File: config.mk
export PLATFORM = sky130hd
export DESIGN_NAME = vmicro16_apb_rr_arbiter
export DESIGN_NICKNAME = d
export VERILOG_FILES = /design/src/rtl/vmicro16_apb_rr_arbiter.sv
export SDC_FILE = /design/constraint.sdc
export NUM_CORES = 1
export LEC_CHECK = 0
export BUFFER_PORTS_ARGS = -buffer_cell sky130_fd_sc_hd__buf_2
export CORE_AREA = 2 2 111 113
export DETAILED_ROUTE_END_ITERATION = 6
export DIE_AREA = 0 0 113 115
export GPL_ROUTABILITY_DRIVEN = 0
export PLACE_DENSITY_LB_ADDON = 0.05
export SYNTH_ARGS = -nofsm -noshare
export SYNTH_HDL_FRONTEND = slang
export SYNTH_SLANG_ARGS = --single-unit
File: constraint.sdc
create_clock -name clk -period 2.3 [get_ports clk]
set_clock_uncertainty 0.15 [all_clocks]
set_input_delay 0.345 -clock clk [delete_from_list [all_inputs] [get_ports clk]]
set_output_delay 0.345 -clock clk [all_outputs]
set_load 0.02 [all_outputs]
File: src/rtl/vmicro16_apb_rr_arbiter.sv
// Round-robin arbiter sharing one downstream APB bus among N_MASTERS core-side masters.
// Optional ACCESS timeout abort is built when VMICRO16_APB_ARB_TIMEOUT_EN is defined.
module vmicro16_apb_rr_arbiter #(
  parameter int N_MASTERS      = 4,
  parameter int ADDR_WIDTH     = 20,
  parameter int DATA_WIDTH     = 16,
  parameter int TIMEOUT_CYCLES = 255,
  parameter logic [DATA_WIDTH-1:0] TIMEOUT_DATA = 16'hDEAD,
  localparam int ID_W = (N_MASTERS > 1) ? $clog2(N_MASTERS) : 1
) (
  input  logic                            clk,
  input  logic                            reset,
  input  logic [N_MASTERS*ADDR_WIDTH-1:0] M_PADDR,
  input  logic [N_MASTERS-1:0]            M_PWRITE,
  input  logic [N_MASTERS-1:0]            M_PSELx,
  input  logic [N_MASTERS-1:0]            M_PENABLE,
  input  logic [N_MASTERS*DATA_WIDTH-1:0] M_PWDATA,
  output logic [N_MASTERS*DATA_WIDTH-1:0] M_PRDATA,
  output logic [N_MASTERS-1:0]            M_PREADY,
  output logic [ADDR_WIDTH-1:0]           A_PADDR,
  output logic                            A_PWRITE,
  output logic                            A_PSELx,
  output logic                            A_PENABLE,
  output logic [DATA_WIDTH-1:0]           A_PWDATA,
  input  logic [DATA_WIDTH-1:0]           A_PRDATA,
  input  logic                            A_PREADY,
  output logic [ID_W-1:0]                 grant_id,
  output logic                            busy
);

  typedef enum logic [1:0] {IDLE, SETUP, ACCESS} state_t;

  state_t                  state_q, state_d;
  logic [ID_W-1:0]         rr_q, rr_d;
  logic [ID_W-1:0]         grant_id_q, grant_id_d;
  logic [ADDR_WIDTH-1:0]   paddr_q, paddr_d;
  logic                    pwrite_q, pwrite_d;
  logic [DATA_WIDTH-1:0]   pwdata_q, pwdata_d;
  logic [ID_W-1:0]         winner;
  logic                    found;
  logic                    timeout_hit;

  // First requester at or after the rotating pointer, wrapping past the last master.
  always_comb begin
    winner = '0;
    found  = 1'b0;
    for (int k = 0; k < N_MASTERS; k++) begin
      if (!found && M_PSELx[(int'(rr_q) + k) % N_MASTERS]) begin
        found  = 1'b1;
        winner = ID_W'((int'(rr_q) + k) % N_MASTERS);
      end
    end
  end

`ifdef VMICRO16_APB_ARB_TIMEOUT_EN
  localparam logic [15:0] TMO_LAST = 16'(TIMEOUT_CYCLES - 1);

  logic [15:0] tmo_cnt_q, tmo_cnt_d;

  always_comb begin
    tmo_cnt_d = tmo_cnt_q;
    if (state_q == SETUP) begin
      tmo_cnt_d = '0;
    end else if (state_q == ACCESS && !A_PREADY) begin
      tmo_cnt_d = tmo_cnt_q + 16'd1;
    end
  end

  assign timeout_hit = (state_q == ACCESS) && (tmo_cnt_q == TMO_LAST);

  always_ff @(posedge clk) begin
    if (reset) tmo_cnt_q <= '0;
    else       tmo_cnt_q <= tmo_cnt_d;
  end
`else
  assign timeout_hit = 1'b0;
`endif

  always_comb begin
    state_d    = state_q;
    rr_d       = rr_q;
    grant_id_d = grant_id_q;
    paddr_d    = paddr_q;
    pwrite_d   = pwrite_q;
    pwdata_d   = pwdata_q;
    M_PREADY   = '0;
    M_PRDATA   = '0;
    unique case (state_q)
      IDLE: begin
        if (found) begin
          grant_id_d = winner;
          paddr_d    = M_PADDR[int'(winner)*ADDR_WIDTH +: ADDR_WIDTH];
          pwrite_d   = M_PWRITE[winner];
          pwdata_d   = M_PWDATA[int'(winner)*DATA_WIDTH +: DATA_WIDTH];
          state_d    = SETUP;
        end
      end
      SETUP: state_d = ACCESS;
      ACCESS: begin
        if (A_PREADY || timeout_hit) begin
          // A real slave response beats a coincident timeout; nothing is returned under reset.
          if (!reset) begin
            M_PREADY[grant_id_q] = 1'b1;
            M_PRDATA[int'(grant_id_q)*DATA_WIDTH +: DATA_WIDTH] = A_PREADY ? A_PRDATA : TIMEOUT_DATA;
          end
          rr_d     = (int'(grant_id_q) == N_MASTERS - 1) ? '0 : grant_id_q + 1'b1;
          paddr_d  = '0;
          pwrite_d = 1'b0;
          pwdata_d = '0;
          state_d  = IDLE;
        end
      end
      default: state_d = IDLE;
    endcase
  end

  always_ff @(posedge clk) begin
    if (reset) begin
      state_q    <= IDLE;
      rr_q       <= '0;
      grant_id_q <= '0;
      paddr_q    <= '0;
      pwrite_q   <= 1'b0;
      pwdata_q   <= '0;
    end else begin
      state_q    <= state_d;
      rr_q       <= rr_d;
      grant_id_q <= grant_id_d;
      paddr_q    <= paddr_d;
      pwrite_q   <= pwrite_d;
      pwdata_q   <= pwdata_d;
    end
  end

  // A master may only raise PENABLE while it is selecting.
  always_ff @(posedge clk) begin
    if (!reset) begin
      assert ((M_PENABLE & ~M_PSELx) == '0);
    end
  end

  assign A_PADDR   = paddr_q;
  assign A_PWRITE  = pwrite_q;
  assign A_PWDATA  = pwdata_q;
  assign A_PSELx   = (state_q != IDLE);
  assign A_PENABLE = (state_q == ACCESS);
  assign busy      = (state_q != IDLE);
  assign grant_id  = grant_id_q;

endmodule

# Word-level counts from Yosys, hierarchy flattened
# Cells that the tools add are included.
[word_totals]
ff_bits = 43
inputBits = 175
[classes]
eq_ne = 5
shifts = 4
n_mux = 43
n_mul = 1
n_reduce_logical = 17
n_addsub = 5
magnitude_cmp = 7
n_bitwise = 4
[ops]
columns = ["op", "count"]
rows = [
  ["$mux 64", 3],
  ["$shiftx 80x8->20", 1],
  ["$and 64x64->64", 1],
  ["$shift 16x33->64 const A", 1],
  ["$shiftx 16x33->64", 1],
  ["$shiftx 64x7->16", 1],
  ["$mux 16", 3],
  ["$mux 20", 2],
  ["$pmux 20 s2", 1],
  ["$neg 6->33", 1],
  ["$pmux 16 s2", 1],
  ["$mux 1", 15],
  ["$mux 2", 7],
  ["$lt 3x4->1 const B", 3],
  ["$mux 4", 3],
  ["$bmux 1 s2", 5],
  ["$lt 2x3->1 const B", 3],
  ["$pmux 2 s3", 1],
  ["$reduce_and 2->1", 3],
  ["$reduce_or 2->1", 3],
  ["$mul 2x3->5 const B", 1],
  ["$add 2x1->2 const B", 2],
  ["$add 2x2->2 const B", 2],
  ["$eq 2x1->1 const B", 2],
  ["other kinds (12)", 20],
]

# Longest topological paths before layout
# Gate-level depths: netlist of the first run.
[logic_depth]
depth_word = 18
ltp_mapped = 8

# Least setup slack after synthesis of the first run
# OpenSTA, ideal clock, no wires.
[synth_timing]
path_type = "reg-to-output"
from = "register state_q[1]"
to = "output M_PRDATA[21]"
t_required_ns = 1.805
arrival_time_ns = 1.940
path_buffers = 2
path_stages_with_launch = 8
setup_slack_ns = -0.135
cell_sequence = "dfxtp_1 nor2b_2 and3_1 buf_2 and2_1 nand3_1 buf_2 nor2_1"
[synth_via]
elab_chain_cells = 2
[synth_lines]
columns = ["element", "line_no", "source"]
rows = [
  ["start, declared", "33", "state_t state_q, state_d;"],
  ["start signal, assigned", "126", "state_q <= state_d;"],
  ["$eq 2x2->1", "-", ""],
  ["net A_PENABLE", "23", "output logic A_PENABLE,"],
  ["$mux 64", "88", "unique case (state_q)"],
  ["end, declared", "18", "output logic [N_MASTERS*DATA_WIDTH-1:0] M_PRDATA,"],
]
# The timed path passes the listed nets, and every way through them passes these cells.

# Worst setup path in the final report of the first run
[layout_timing]
from = "register grant_id_q[0], in the netlist grant_id[0]"
to = "output M_PRDATA[33]"
[layout_via]
elab_chain_cells = 6
word_cells_on_any_way = 7
cone_classes = "add/sub: 1; shift: 2; mux: 3; bitwise: 1"
[layout_lines]
columns = ["element", "line_no", "source"]
rows = [
  ["start, declared", "35", "logic [ID_W-1:0] grant_id_q, grant_id_d;"],
  ["start signal, assigned", "128", "grant_id_q <= grant_id_d;"],
  ["$neg 6->33 (*)", "104", "M_PRDATA[int'(grant_id_q)*DATA_WIDTH +: DATA_WIDTH] = A_PREADY ? A_PRDATA : TIMEOUT_DATA;"],
  ["$shiftx 16x33->64 / $shift 16x33->64 (equally long branches)", "104", ""],
  ["$and 64x64->64 (no source line) (*)", "-", ""],
  ["$mux 64 (*)", "102", "if (!reset) begin"],
  ["$mux 64 (*)", "100", "if (A_PREADY || timeout_hit) begin"],
  ["$mux 64 (*)", "88", ""],
]
# Mark *: on every way between the ends. The rest lies on a longest branch, timed or not.

==> results of run 1 <==
## sequential cells by signal (all words and copies together) (netlist names)
name,flops
A_PADDR,20
rr_q,2
state_q,2
grant_id,2
A_PWRITE,1
A_PWDATA,16
## cells in the mapped netlist (6+ instances only)
library cell  instances
clkbuf_1             19
o21ai_1              14
buf_6                10
inv_1                 6
mux2i_1              39
dfxtp_1              43
ha_1                  6
buf_2                10
nor2_1               73
and3_1               13
a21oi_1               6
o31a_1               37
nand2_1              46
o211ai_1             18
o21ai_2              18
o211ai_2             19
and4_1               37
## area by class of cell
cell class | instances | share of cell area, %
antenna | 1 | 0.0424
inverter | 6 | 0.424
timing repair buffer | 313 | 32.7
clock buffer | 5 | 2.12
tap | 147 | 3.12
sequential | 43 | 14.6
clock inverter | 3 | 0.743
multi-input combinational | 356 | 46.2
## stage by stage
step / utilization [%] / cell area [um^2] / setup TNS (ns)
2_1_floorplan: - / 3740 / 0
3_5_place_dp: 45.1 / 5330 / 0
5_1_grt: 49.9 / 5900 / -1.40
4_1_cts: 47.7 / 5630 / 0
3_3_place_gp: 45.1 / 5330 / 0
6_report: 49.9 / 5900 / 0
## layer usage
| layer | vias to the layer above | part of all wire (%) | global-route usage [%] |
|---|---|---|---|
| li1 | 2204 | - | - |
| met1 | 2130 | 40 | 25.2 |
| met2 | 199 | 51 | 39.2 |
| met3 | 14 | 7.6 | 4.27 |
| met4 | 0 | 1.2 | 5.61 |
| met5 | - | 0 | 0 |
## repair_timing
item                                    4_1_cts  5_1_grt
pin swaps                                     2       17
resized for setup                            31       73
endpoints found under the setup margin       61       44
setup buffers                                 4        1
gates cloned                                  1        0
## final timing paths
path | from | end | slack (ns) | cells after the start
max | grant_id[0] | M_PRDATA[33] | 0.006 | 8
min | reset | grant_id[1] | 0.14 | 2
max reg2reg | rr_q[1] | A_PADDR[5] | 0.34 | 7
min reg2reg | A_PWDATA[6] | A_PWDATA[6] | 0.31 | 2
## report_power, final
part	switching [mW]	internal (mW)	total, mW	leakage, nW
Combinational	0.547	0.427	0.974	2.45
Clock	0.323	0.513	0.836	0.0838
Sequential	0.0482	0.839	0.887	0.356
## cells by family after synthesis
group                    Yosys count
AND/OR/NAND/NOR                  189
AO/OA/AOI/OAI                    122
buffers and inverters             54
flip-flops                        43
multiplexers                      39
adder cells (fa/ha/maj)            6
==> flow_summary.toml, run 1 <==
[outcome]
status = "finished with violations"
violations = "design-rule violations"

[sta]
whs_ns = 0.140
relSlewSlack_pct = 72.3
maxSlewViolCount = 0
finalWorstSetupSlack_ns = 0.00633
rsz0062_at_grt = "yes"
post-route-period-util_pct = 99.7
setup_viol = 0
tightest_slew_ns = 0.415
hold_viol = 0
fmax_mhz = 436
period_minus_slack_ns = 2.29

[global_routing]
track_usage_pct = 21.2
grt_max_degree = 38
grt_pass1_wl_um = 22300
first_global_vias = 4427
gr-total-overflow = 0
grt_antenna_before_repair = 1

[route]
wl_per_cell_um = 17.1
ant_nets = 0
drc = 16
routed_wl_um = 14900
via_count = 4547
dr.pass1.iters = 7
drtIter0Drc = 182
via_per_inst = 5.20

[placement]
dp_hpwl_um = 10900
io_buffers = 280
post-place-ws_ns = 0.0840
dp.cells = 859

[setup_path]
path_cells = "inv_4, ha_4, buf_4, nor4bb_4, nand3_1, buf_6, nor2_1, buf_4"
cp_max_fo = 5
crit_slowest_cell = "dfxtp_2"
path_class = "flip-flop to output pin"
cpLargestDelayFamily = "buffers and inverters"
critPathMostFrequentCell = "buf_4"
endpoint_kind = "output pin"
cpPeakStageDelay_ns = 0.35
worstSetupStartpointType = "flip-flop"
crit_buf_inv = 4
arrival_ns = 1.80
required_ns = 1.80

[logic_synthesis]
avgSynthCellArea_um2 = 8.13
synthXorXnorAreaFrac_pct = 0
synth-adder-area-share_pct = 2.04
ys_seq_area_share_pct = 23.4
yosys.area_share.simple_pct = 27.0
synth_compound_area_share_pct = 28.0
synth_nets = 634
netlist_area_um2 = 3680
async_flop_share_pct = 0
yosys.area.top_type_share_pct = 23.4
synth_top_family_by_area = "compound AO/OA/AOI/OAI gates"
ys_top_cells_by_area = "dfxtp_1 (23%), mux2i_1 (11%), and4_1 (8.8%)"
synth-edff-count = 0
synth_cell_types = 39
yosysTopAreaCell = "dfxtp_1"
ys_ff_latch = 43
ys.flop_type = "dfxtp_1"
ys_warn_count = 0
synthMuxAreaShare_pct = 10.6
syn_inst = 453

[cells_and_area]
area_growth_pct = 60.1
final_common_cell = "buf_2"
layout.nets = 906
nFillCells = 1174
regArea_um2 = 863
layout_common_cells = "buf_2 (236), nand2_1 (46), buf_4 (46), nor2_1 (43), dfxtp_1 (41)"
final_cells = 874
drive_above_1_share_pct = 55.5
multiInputGateArea_um2 = 2720

[cts]
cts.sinks = 43
cts_made_buffers = 5
cts.clk_slew.worst_paths_ns = 0.06
htree_levels = 2
holdBufCountCts = 0
cts_root_buf = "clkbuf_16"
clock_path_buffers = 2
insertion_delay_ns = 0.29
tritoncts = "done"

[floorplan]
io_pins = 285
die_y_um = 115
die_w_um = 113
start_util_pct = 31.2
rows = 40
dieArea_um2 = 13000
core_area_um2 = 11800

[min_path]
hold_class = "primary input to flip-flop"

[power_and_ir_drop]
p_per_area_nw_per_um2 = 458
total_power_mw = 2.70
peakVddDrop_uv = 246
p_leak_nw = 2.89

[job]
max-cap-violations = 0
(Power assumes the default switching activity.)
==> inputs of run 2 (changes only) <==
--- a/config.mk
+++ b/config.mk
@@ -6,11 +6,12 @@
 export NUM_CORES = 1
 export LEC_CHECK = 0
 export BUFFER_PORTS_ARGS = -buffer_cell sky130_fd_sc_hd__buf_2
-export CORE_AREA = 2 2 111 113
+export CORE_AREA = 2 2 110 112
 export DETAILED_ROUTE_END_ITERATION = 6
-export DIE_AREA = 0 0 113 115
+export DIE_AREA = 0 0 112 114
 export GPL_ROUTABILITY_DRIVEN = 0
-export PLACE_DENSITY_LB_ADDON = 0.05
+export PLACE_DENSITY_LB_ADDON = 0.2
+export REMOVE_ABC_BUFFERS = 1
 export SYNTH_ARGS = -nofsm -noshare
 export SYNTH_HDL_FRONTEND = slang
 export SYNTH_SLANG_ARGS = --single-unit
==> run 2 against run 1 <==
Effect of this change:
- the flow now finishes without violations
- via count rose by 0.92%
- maximum frequency fell by 0.19%
- clock-buffer cell count did not move
- largest cell class unchanged
==> flow_summary.toml, run 2 (synthesized netlist as in run 1, its figures left out) <==
[outcome]
status = "completed"

[route]
wl_per_cell_um = 17.1
dr.pass1.iters = 4
via_per_inst = 5.27
ant_nets = 0
drc = 0
via_count = 4589
drtIter0Drc = 182
routed_wl_um = 14900

[cells_and_area]
final_common_cell = "buf_2"
area_growth_pct = 52.3
layout.nets = 903
multiInputGateArea_um2 = 2620
n_antenna_cell = 0
drive_above_1_share_pct = 52.7
layout_common_cells = "buf_2 (263), nor2_1 (71), nand2_1 (46), dfxtp_1 (40), mux2i_1 (39)"
nFillCells = 1167
largest_reg_flops = 20
final_util_pct = 47.9
regArea_um2 = 865

[cts]
clock_path_buffers = 2
cts_root_buf = "clkbuf_16"
tritoncts = "done"
insertion_delay_ns = 0.28
cts_made_buffers = 5
htree_levels = 2
cts.clk_slew.worst_paths_ns = 0.08
cts.sinks = 43

[min_path]
worstHoldEndpoint = "A_PADDR[19]"
worstHoldStart = "M_PADDR[19]"
hold_class = "primary input to flip-flop"
whs_path_depth = 3

[sta]
setup_viol = 0
post-route-period-util_pct = 99.9
whs_ns = 0.187
finalWorstSetupSlack_ns = 0.00201
period_minus_slack_ns = 2.30
tightest_slew_ns = 0.610
maxSlewViolCount = 0
final.setup.tns_ns = 0
relSlewSlack_pct = 59.3
hold_viol = 0
fmax_mhz = 435
rsz0062_at_grt = "yes"

[floorplan]
dieArea_um2 = 12800
die_w_um = 112
die_y_um = 114
io_pins = 285
core_area_um2 = 11700
rows = 40
start_util_pct = 31.5

[setup_path]
arrival_ns = 1.80
cp_max_fo = 6
required_ns = 1.80
path_class = "flip-flop to output pin"
path_cells = "inv_4, ha_4, nor4bb_4, buf_4, buf_6, and3_1, buf_4"
crit_slowest_cell = "dfxtp_2"
cpPeakStageDelay_ns = 0.35
endpoint_kind = "output pin"
rr_startpoint = "rr_q[1]"
critPathMostFrequentCell = "buf_4"
reg2regPathDepth = 6
regToRegSetupSlack_ns = 0.17
worstSetupStartpointType = "flip-flop"
r2r_end = "A_PWDATA[13]"

[power_and_ir_drop]
p_leak_nw = 2.84
peakVddDrop_uv = 275
total_power_mw = 2.71
p_per_area_nw_per_um2 = 482

[global_routing]
first_global_vias = 4414
grt_max_degree = 38
track_usage_pct = 21.6
grt_antenna_before_repair = 0
gr-total-overflow = 0
grt_pass1_wl_um = 22300

[placement]
io_buffers = 280
dp_hpwl_um = 10800
post-place-ws_ns = 0.0714

[job]
max-cap-violations = 0
==> run 2: cell types whose count changed in the layout (fill, tap and decap cells not counted), moves of 10 or more <==
cell,previous run,this run
nor2_2,10,0
buf_2,236,263
buf_4,46,33
buf_6,25,11
nor2_1,43,71
nor2_4,20,2
==> run 2: repair_timing <==
item / CTS / global route
gates cloned: 1 / 0
pin swaps: 2 / 1
gates resized for setup: 23 / 28
hold buffers: 0 / 0
setup endpoints to repair: 20 / 52
buffers inserted: 1 / 1
==> run 2: worst max-delay path, delay by kind of cell, from the launching register on <==
| kind | cells | cell delay (ns) |
|---|---|---|
| simple gates | 2 | 0.40 |
| buf+inv | 4 | 0.50 |
| fa+ha+maj | 1 | 0.27 |
| flops | 1 | 0.35 |
==> run 2: metrics by stage <==
step,instances,area (um^2)
finish,870,5610
CTS,869,5510
global placement,859,5240
global route,870,5610
detailed placement,859,5240
floorplan,405,3370
==> run 2: how the worst max path moves through the flow <==
stage / startpoint / endpoint / slack [ns] / depth (start not counted)
3_5_place_dp: grant_id[0] / M_PRDATA[36] / 0.07 / 6
2_1_floorplan: rr_q[1] / A_PADDR[0] / -1.74 / 5
3_3_place_gp: grant_id[0] / M_PRDATA[47] / 0.11 / 6
6_report: grant_id[0] / M_PRDATA[37] / 0.002 / 7
4_1_cts: grant_id[1] / M_PRDATA[32] / 0.003 / 6
5_1_grt: grant_id[0] / M_PRDATA[41] / -0.08 / 7
==> run 2: layer usage <==
metal	wire [um]	track usage, %
met3	1150	4.94
met4	215	5.77
met5	0	0
met1	5680	23.5
met2	7830	41.9
==> run 2: area by class of cell <==
cell class / instances / share of cell area (%)
multi-input cells: 356 / 46.7
inverters: 6 / 0.446
repair buffers: 310 / 31.2
clock buffers: 5 / 2.23
clock inverters: 3 / 0.781
flip-flops and latches: 43 / 15.4
well taps: 147 / 3.28
==> run 2: power by group <==
group	internal (mW)	switching, mW
clock	0.513	0.336
sequential	0.839	0.0507
combinational	0.419	0.546
==> inputs of run 3 (changes only) <==
--- a/config.mk
+++ b/config.mk
@@ -10,7 +10,7 @@
 export DETAILED_ROUTE_END_ITERATION = 6
 export DIE_AREA = 0 0 112 114
 export GPL_ROUTABILITY_DRIVEN = 0
-export PLACE_DENSITY_LB_ADDON = 0.2
+export PLACE_DENSITY = 0.72
 export REMOVE_ABC_BUFFERS = 1
 export SYNTH_ARGS = -nofsm -noshare
 export SYNTH_HDL_FRONTEND = slang
==> run 3 against run 2 <==
Effect of this change:
- final area increased by 0.76%
- core utilization increased by 0.36 points
- clock power decreased by 2.7%
- largest cell class unchanged
- first-iteration DRC count increased by 63%
- cell count increased by 0.23%
- worst setup slack improved by 0.032 ns
- maximum frequency increased by 1.4%
- routed wire length decreased by 4.0%
- sequential power about the same
- clock-buffer cell count unchanged
- via count decreased by 2.1%
==> flow_summary.toml, run 3 (synthesized netlist as in run 1, its figures left out) <==
[job]
max-cap-violations = 0

[setup_path]
rr_startpoint = "rr_q[1]"
crit_slowest_cell = "dfxtp_2"
arrival_ns = 1.77
required_ns = 1.80
worstSetupStartpointType = "flip-flop"
path_cells = "inv_4, ha_4, nor4bb_4, buf_6, buf_4, and3_1, buf_6"
cp_max_fo = 6
r2r_end = "A_PADDR[0]"
reg2regPathDepth = 6
path_class = "flip-flop to output pin"
critPathMostFrequentCell = "buf_6"
regToRegSetupSlack_ns = 0.18
cpPeakStageDelay_ns = 0.36
endpoint_kind = "output pin"

[cells_and_area]
largest_reg_flops = 20
final_common_cell = "buf_2"
final_cells = 872
layout_common_cells = "buf_2 (258), nor2_1 (64), nand2_1 (46), dfxtp_1 (41), buf_4 (40)"
layout.nets = 905
stdcell_area_um2 = 5650
n_antenna_cell = 0
area_growth_pct = 53.4
nFillCells = 1191
drive_above_1_share_pct = 53.2

[cts]
htree_levels = 2
clock_path_buffers = 2
cts_made_buffers = 5
tritoncts = "done"
cts.sinks = 43
holdBufCountCts = 0
cts_root_buf = "clkbuf_16"
insertion_delay_ns = 0.28
cts.clk_slew.worst_paths_ns = 0.06

[global_routing]
grt_pass1_wl_um = 20600
track_usage_pct = 20.0
grt_antenna_before_repair = 0
grt_max_degree = 38
gr-total-overflow = 0
first_global_vias = 4039

[placement]
dp_hpwl_um = 10600
dp.cells = 857
io_buffers = 280
post-place-ws_ns = 0.124
place_area_um2 = 5230

[floorplan]
die_w_um = 112
die_y_um = 114
io_pins = 285
rows = 40
dieArea_um2 = 12800
core_area_um2 = 11700
start_util_pct = 31.5

[min_path]
hold_class = "primary input to flip-flop"
worstHoldEndpoint = "grant_id[1]"
whs_path_depth = 2
worstHoldStart = "reset"

[route]
via_per_inst = 5.15
via_count = 4492
wl_per_cell_um = 16.4
drc = 0
ant_nets = 0
drtIter0Drc = 297
dr.pass1.iters = 4
routed_wl_um = 14300

[sta]
period_minus_slack_ns = 2.27
tightest_slew_ns = 0.580
hold_viol = 0
final.setup.tns_ns = 0
setup_viol = 0
rsz0062_at_grt = "yes"
relSlewSlack_pct = 61.3
maxSlewViolCount = 0
finalWorstSetupSlack_ns = 0.0339
whs_ns = 0.147
fmax_mhz = 441
post-route-period-util_pct = 98.5

[power_and_ir_drop]
p_leak_nw = 2.86
peakVddDrop_uv = 290
p_per_area_nw_per_um2 = 474

[outcome]
status = "completed"
[run 3: changes by cell type in the layout (fill, tap and decap cells not counted), moves of 3 or more]
cell,change
nor2_2,+7
and3_1,+3
buf_4,+7
buf_2,-5
and3_4,-3
nor2_1,-7
[run 3: critical path, delay by kind of cell, from the launching register on]
family	cells	cell delay (ns)
adder cells (fa/ha/maj)	1	0.28
buffers and inverters	4	0.47
flip-flops	1	0.36
AND/OR/NAND/NOR	2	0.39
[run 3: cell type report]
type | count | area, um^2 | share of cell area (%)
Tap cell | 147 | 184 | 3.25
Sequential cell | 43 | 863 | 15.3
Inverter | 6 | 27.5 | 0.487
Multi-Input combinational cell | 356 | 2620 | 46.4
Clock inverter | 3 | 43.8 | 0.775
Clock buffer | 5 | 125 | 2.21
Timing Repair Buffer | 312 | 1780 | 31.6
[run 3: metal layers]
layer	vias up	track usage, %	wire length (um)
li1	2212	-	-
met1	2111	24.7	5950
met2	155	35.2	7170
met3	14	5.31	994
met4	0	4.23	174
met5	-	0	0
[run 3: worst max path at each step]
| stage | startpoint | to | slack (ns) |
|---|---|---|---|
| global route | grant_id[1] | M_PRDATA[35] | -0.07 |
| detailed placement | grant_id[0] | M_PRDATA[33] | 0.12 |
| floorplan | rr_q[1] | A_PADDR[0] | -1.74 |
| CTS | grant_id[1] | M_PRDATA[32] | 0.01 |
| finish | grant_id[1] | M_PRDATA[35] | 0.03 |
| global placement | grant_id[0] | M_PRDATA[36] | 0.16 |
[run 3: stage by stage]
stage / utilization, % / total power [mW]
final: 48.3 / 2.68
after global routing: 48.3 / 2.82
after CTS: 46.6 / 2.68
after detailed placement: 44.7 / 1.84
after global placement: 44.7 / 1.83
after floorplan: - / 1.42
[run 3: report_power, final]
part	switching, mW	internal (mW)	leakage [nW]	total, mW
combinational	0.540	0.421	2.42	0.962
clock	0.314	0.513	0.0838	0.827
sequential	0.0514	0.839	0.356	0.891
[run 3: repair_timing]
item / in CTS / in global routing
setup buffers: 3 / 4
resized for setup: 11 / 46
pin swaps: 0 / 1
endpoints found under the setup margin: 18 / 27
